File: config.mk
export PLATFORM = sky130hd
export DESIGN_NAME = spi_peripheral
export DESIGN_NICKNAME = d
export VERILOG_FILES = /design/src/rtl/spi_peripheral.sv
export SDC_FILE = /design/constraint.sdc
export NUM_CORES = 1
export LEC_CHECK = 0
export CORE_MARGIN = 2
export CORE_UTILIZATION = 30
export CTS_CLUSTER_DIAMETER = 150
export DETAILED_ROUTE_END_ITERATION = 16
export PLACE_DENSITY = 0.56
export SLEW_MARGIN = 20
export SYNTH_ARGS = -nofsm -noshare
export SYNTH_HDL_FRONTEND = slang
export SYNTH_SLANG_ARGS = --single-unit
File: constraint.sdc
create_clock -name i_clk -period 2.25 [get_ports i_clk]
set_input_delay 0.3375 -clock i_clk [delete_from_list [all_inputs] [get_ports i_clk]]
set_output_delay 0.3375 -clock i_clk [all_outputs]
set_load 0.05 [all_outputs]
File: src/rtl/spi_peripheral.sv
// SPI target: oversampled SCLK/CS_n/COPI, 8-bit MSB-first shifting in modes 0-3,
// single-entry TX holding register and one-cycle RX valid pulse.
module spi_peripheral #(
    parameter int unsigned SYNC_STAGES = 2,
    parameter logic [7:0]  IDLE_BYTE   = 8'h00
) (
    input  logic       i_clk,
    input  logic       i_rst_n,
    input  logic [1:0] i_mode,
    input  logic [7:0] i_tx,
    input  logic       i_tx_valid,
    output logic       o_tx_ready,
    output logic       o_tx_underrun,
    output logic [7:0] o_rx,
    output logic       o_rx_valid,
    output logic       o_busy,
    input  logic       i_sclk,
    input  logic       i_cs_n,
    input  logic       i_copi,
    output logic       o_cipo,
    output logic       o_cipo_oe
);

    typedef enum logic {
        S_IDLE,
        S_ACTIVE
    } state_e;

    logic [SYNC_STAGES-1:0] sclk_sync_q, sclk_sync_d;
    logic [SYNC_STAGES-1:0] cs_sync_q, cs_sync_d;
    logic [SYNC_STAGES-1:0] copi_sync_q, copi_sync_d;
    logic                   sclk_prev_q, cs_prev_q;

    state_e     state_q, state_d;
    logic [1:0] mode_q, mode_d;
    logic [2:0] bit_cnt_q, bit_cnt_d;
    logic [7:0] rx_shift_q, rx_shift_d;
    logic [7:0] tx_shift_q, tx_shift_d;
    logic [7:0] hold_q, hold_d;
    logic       hold_full_q, hold_full_d;
    logic [7:0] rx_q, rx_d;
    logic       rx_valid_q, rx_valid_d;
    logic       underrun_q, underrun_d;

    logic sclk_s, cs_s, copi_s;
    logic sclk_rise, sclk_fall, cs_fall, cs_rise;
    logic lead_edge, trail_edge, sample_edge, shift_edge;
    logic load;

    always_comb begin
        sclk_sync_d = {sclk_sync_q[SYNC_STAGES-2:0], i_sclk};
        cs_sync_d   = {cs_sync_q[SYNC_STAGES-2:0], i_cs_n};
        copi_sync_d = {copi_sync_q[SYNC_STAGES-2:0], i_copi};
    end

    assign sclk_s = sclk_sync_q[SYNC_STAGES-1];
    assign cs_s   = cs_sync_q[SYNC_STAGES-1];
    assign copi_s = copi_sync_q[SYNC_STAGES-1];

    assign sclk_rise = sclk_s & ~sclk_prev_q;
    assign sclk_fall = ~sclk_s & sclk_prev_q;
    assign cs_fall   = ~cs_s & cs_prev_q;
    assign cs_rise   = cs_s & ~cs_prev_q;

    // mode_q = {CPOL, CPHA}; leading edge leaves the idle SCLK level
    assign lead_edge   = mode_q[1] ? sclk_fall : sclk_rise;
    assign trail_edge  = mode_q[1] ? sclk_rise : sclk_fall;
    assign sample_edge = mode_q[0] ? trail_edge : lead_edge;
    assign shift_edge  = mode_q[0] ? lead_edge : trail_edge;

    always_comb begin
        state_d     = state_q;
        mode_d      = mode_q;
        bit_cnt_d   = bit_cnt_q;
        rx_shift_d  = rx_shift_q;
        tx_shift_d  = tx_shift_q;
        hold_d      = hold_q;
        hold_full_d = hold_full_q;
        rx_d        = rx_q;
        rx_valid_d  = 1'b0;
        underrun_d  = 1'b0;
        load        = 1'b0;

        unique case (state_q)
            S_IDLE: begin
                if (cs_fall) begin
                    state_d    = S_ACTIVE;
                    mode_d     = i_mode;
                    bit_cnt_d  = 3'd0;
                    rx_shift_d = 8'h00;
                    load       = 1'b1;
                end
            end
            S_ACTIVE: begin
                if (cs_rise) begin
                    state_d    = S_IDLE;
                    bit_cnt_d  = 3'd0;
                    rx_shift_d = 8'h00;
                    tx_shift_d = 8'h00;
                end else if (sample_edge) begin
                    rx_shift_d = {rx_shift_q[6:0], copi_s};
                    bit_cnt_d  = bit_cnt_q + 3'd1;
                    if (bit_cnt_q == 3'd7) begin
                        rx_d       = rx_shift_d;
                        rx_valid_d = 1'b1;
                        load       = 1'b1;
                    end
                // first shift edge of each byte only presents the loaded bit7
                end else if (shift_edge && bit_cnt_q != 3'd0) begin
                    tx_shift_d = {tx_shift_q[6:0], 1'b0};
                end
            end
            default: state_d = S_IDLE;
        endcase

        if (load) begin
            if (hold_full_q) begin
                tx_shift_d  = hold_q;
                hold_full_d = 1'b0;
            end else begin
                tx_shift_d = IDLE_BYTE;
                underrun_d = 1'b1;
            end
        end

        if (i_tx_valid && !hold_full_q) begin
            hold_d      = i_tx;
            hold_full_d = 1'b1;
        end
    end

    always_ff @(posedge i_clk or negedge i_rst_n) begin
        if (!i_rst_n) begin
            sclk_sync_q <= '0;
            cs_sync_q   <= '1;
            copi_sync_q <= '0;
            sclk_prev_q <= 1'b0;
            cs_prev_q   <= 1'b1;
            state_q     <= S_IDLE;
            mode_q      <= 2'd0;
            bit_cnt_q   <= 3'd0;
            rx_shift_q  <= 8'h00;
            tx_shift_q  <= 8'h00;
            hold_q      <= 8'h00;
            hold_full_q <= 1'b0;
            rx_q        <= 8'h00;
            rx_valid_q  <= 1'b0;
            underrun_q  <= 1'b0;
        end else begin
            sclk_sync_q <= sclk_sync_d;
            cs_sync_q   <= cs_sync_d;
            copi_sync_q <= copi_sync_d;
            sclk_prev_q <= sclk_s;
            cs_prev_q   <= cs_s;
            state_q     <= state_d;
            mode_q      <= mode_d;
            bit_cnt_q   <= bit_cnt_d;
            rx_shift_q  <= rx_shift_d;
            tx_shift_q  <= tx_shift_d;
            hold_q      <= hold_d;
            hold_full_q <= hold_full_d;
            rx_q        <= rx_d;
            rx_valid_q  <= rx_valid_d;
            underrun_q  <= underrun_d;
        end
    end

    assign o_busy        = (state_q == S_ACTIVE);
    assign o_cipo_oe     = o_busy;
    assign o_cipo        = o_busy & tx_shift_q[7];
    assign o_tx_ready    = ~hold_full_q;
    assign o_tx_underrun = underrun_q;
    assign o_rx          = rx_q;
    assign o_rx_valid    = rx_valid_q;

endmodule
==> impl_summary.log <==
INFO  metric layout_area_overhead = 23.5%
INFO  metric grt_setup_unrepaired = false
INFO  metric insertion_delay = between 0.2 and 0.3 ns
INFO  metric placement_rows = 29
INFO  metric finalSetupViolCount = 0
INFO  metric status = completed
INFO  metric fin_cells = 250
INFO  metric gr-total-overflow = 0
INFO  metric coreArea = 6390 um^2
INFO  metric synth_top_cell_by_area = sky130_fd_sc_hd__dfrtp_1
INFO  metric synth_nets = about 160
INFO  metric crit_required = between 2 and 2.5 ns
INFO  metric top_level_ports = 30
INFO  metric hold_path_class = input port to async pin
INFO  metric synth-async-reset-ratio = 1.00
INFO  metric critical_path.endpoint_type = flop
INFO  metric leakagePower = 0.00112 uW
INFO  metric postRouteAntennaNets = 0
INFO  metric power.density = about 900 nW/um^2
INFO  metric htreeDepth = 2
INFO  metric biggest_area_contributors_in_the_synthesized_netlist = sky130_fd_sc_hd__dfrtp_1, sky130_fd_sc_hd__mux2_2, sky130_fd_sc_hd__a22o_1
INFO  metric layout_worst_path_cycle_share = 0.884
INFO  metric grt_start_max_net_pins = a little under 50
INFO  metric max_slew_margin = 0.604
INFO  metric detailedPlacementHpwl = between 2000 and 2500 um
INFO  metric multi_input_comb_area = about 730 um^2
INFO  metric final_period_minus_worst_setup_slack = 1.99 ns
INFO  metric via_count_of_the_first_global_routing_pass = roughly 1200
INFO  metric ys_seq_elements = 48
INFO  metric cts-resized-gates = 0
INFO  metric n_antenna_cell = 0
INFO  metric max-vdd-ir-drop = just under 0.0006 V
INFO  metric place.port_buffers = 29
INFO  metric critPathArrivalTime = 2.16 ns
INFO  metric fin_hold_ws = about 0.14 ns
INFO  metric achievable-frequency = a little over 500 MHz
INFO  metric maxSlewViolCount = 0
INFO  metric yosysWarnings = 0
INFO  metric postSynthCellCount = 137
INFO  metric die-area = around 7300 um^2
INFO  metric fin_setup_tns = 0 ns
INFO  metric crit_fanout = 9
INFO  metric detail_route.wirelength = roughly 3300 um
INFO  metric fin_util = 0.384
INFO  metric gpl.final_weighted_congestion = 0.786
INFO  metric cts_inserted_buffers = 5
INFO  metric place_area = about 2400 um^2
INFO  metric detail_route.vias_per_cell = about 4.8
INFO  metric clkSinkCount = between 40 and 50
INFO  metric post_cts_hold_buffer_count = 0
INFO  metric synth.top_cell.area_share = 0.567
INFO  metric post_synth_edffs = 0
INFO  metric routed-via-count = 1192
INFO  metric wire_per_inst = 13.4 um
INFO  metric layout.filler_cells = 611
INFO  metric post_synth_instance_area = 1980 um^2
INFO  metric die_width = between 80 and 90 um
INFO  metric worst_clock_skew = between 0.003 and 0.004 ns
INFO  metric clock-root-buffer = sky130_fd_sc_hd__clkbuf_8
INFO  metric tightest_slew = between 0.5 and 0.6 ns
INFO  metric sequential_cell_area = between 1000 and 1500 um^2
INFO  metric final_design_area_no_fill = approximately 2500 um^2
INFO  metric clkTransAtPathRegs = around 0.080 ns
INFO  metric timing.critical_path.from_type = flop
INFO  metric initial_antenna_violation_count = 0
INFO  metric crit_type = flop to flop
INFO  metric global_route_wire_length_before_repair = ~5700 um
INFO  metric netlist-cell-type-count = 30
INFO  metric fin_nets = between 150 and 200
INFO  metric syn_area_per_cell = 14.5 um^2
INFO  metric final-hold-violation-count = 0
INFO  metric maxCapViolCount = 0
INFO  metric drive_gt1_frac = 0.301
INFO  metric tritoncts = done
INFO  metric ys_dominant_reg_cell = sky130_fd_sc_hd__dfrtp_1
INFO  metric track_usage = 0.0985
INFO  metric placed_cells = between 200 and 250
INFO  metric initial_utilization = 0.311
INFO  metric floorplan_die_height = between 80 and 90 um
INFO  metric drt_iter0_markers = 25
INFO  metric postCtsSetupRepairBufs = 0
INFO  metric drc_errors = 0
INFO  metric clk_path_buf_depth = 2
INFO  metric seq_area_frac_synth = 0.607
INFO  metric dr.pass1.iters = 4
==> cell type report <==
cell class,count,share of cell area
Clock buffer,7,0.0311
Clock inverter,1,0.00204
Inverter,4,0.00613
Multi-Input combinational cell,79,0.299
Sequential cell,48,0.492
Tap cell,77,0.0393
Timing Repair Buffer,34,0.131
==> cells by family after synthesis <==
| logic type | after synthesis | synth area share |
|---|---|---|
| buf+inv | 10 | 0.0233 |
| mux | 29 | 0.165 |
| xor+xnor | 1 | 0.00441 |
| flops | 48 | 0.607 |
| compound gates | 24 | 0.115 |
| fa+ha+maj | 3 | 0.0189 |
| simple gates | 22 | 0.0662 |
==> metrics by stage <==
step,power (uW),setup WS (ns)
floorplan,1570,0.229
global placement,1720,0.305
detailed placement,1750,0.252
CTS,2240,0.238
global route,2340,0.167
finish,2200,0.260
==> worst max-delay path, cell delays in order, from the launching register on <==
cell and delay, ns:
sky130_fd_sc_hd__dfrtp_1 0.39, sky130_fd_sc_hd__xnor2_1 0.28, sky130_fd_sc_hd__mux2_4 0.38, sky130_fd_sc_hd__a21o_1 0.21, sky130_fd_sc_hd__o22ai_4 0.24, sky130_fd_sc_hd__mux2_2 0.38
==> cells in the final DEF, fill, tap and decap left out, types with 2 or more instances in the layout <==
cell type / count
sky130_fd_sc_hd__nor2_1: 3
sky130_fd_sc_hd__a22o_1: 12
sky130_fd_sc_hd__mux2i_1: 2
sky130_fd_sc_hd__ha_1: 3
sky130_fd_sc_hd__dfstp_2: 3
sky130_fd_sc_hd__nor2b_1: 5
sky130_fd_sc_hd__buf_4: 6
sky130_fd_sc_hd__dfrtp_1: 45
sky130_fd_sc_hd__mux2_2: 26
sky130_fd_sc_hd__o21ai_0: 2
sky130_fd_sc_hd__clkdlybuf4s50_1: 27
sky130_fd_sc_hd__nand2b_1: 2
sky130_fd_sc_hd__a21o_1: 2
sky130_fd_sc_hd__and2_1: 3
sky130_fd_sc_hd__nand4_1: 3
sky130_fd_sc_hd__clkbuf_1: 2
sky130_fd_sc_hd__clkbuf_8: 5
sky130_fd_sc_hd__nand2_1: 3
sky130_fd_sc_hd__a21bo_2: 3
sky130_fd_sc_hd__inv_1: 4
==> registers in the layout, indices dropped and copies added (netlist names), 2 cells and up <==
signal       cells
tx_shift_q       8
o_rx             8
copi_sync_q      2
rx_shift_q       7
bit_cnt_q        3
hold_q           8
cs_sync_q        2
sclk_sync_q      2
mode_q           2
==> power by group <==
part	leakage (uW)	switching (uW)	total, uW	internal, uW
clock	0.0000422	258	476	218
sequential	0.000614	121	1170	1050
combinational	0.000459	251	555	304
==> Yosys cell counts (all sizes together), types with 3 or more instances <==
cell type,n
dfrtp,45
mux2,27
a22o,12
nor2b,5
and2,4
buf,4
inv,4
a21bo,3
dfstp,3
ha,3
nand2,3
nand4,3
nor2,3
==> final timing paths <==
path	to	slack (ns)	cells after the start	start
min in group i_clk	copi_sync_q[1]	0.35	0	copi_sync_q[0]
setup / recovery	tx_shift_q[3]	0.26	5	mode_q[1]
max in group asynchronous	hold_q[3]	1.71	2	i_rst_n
hold reg to reg	copi_sync_q[1]	0.35	0	copi_sync_q[0]
setup reg to reg	tx_shift_q[3]	0.26	5	mode_q[1]
hold / removal	o_rx_valid	0.14	2	i_rst_n
==> per-layer routing <==
layer / GRT usage / wire (um) / vias up
met5: 0 / 0 / -
met4: 0.0216 / 11 / 0
met3: 0.0331 / 167 / 2
met2: 0.160 / 1600 / 26
met1: 0.128 / 1570 / 608
li1: - / - / 556
Note: power is estimated with default switching activity, not from simulation.
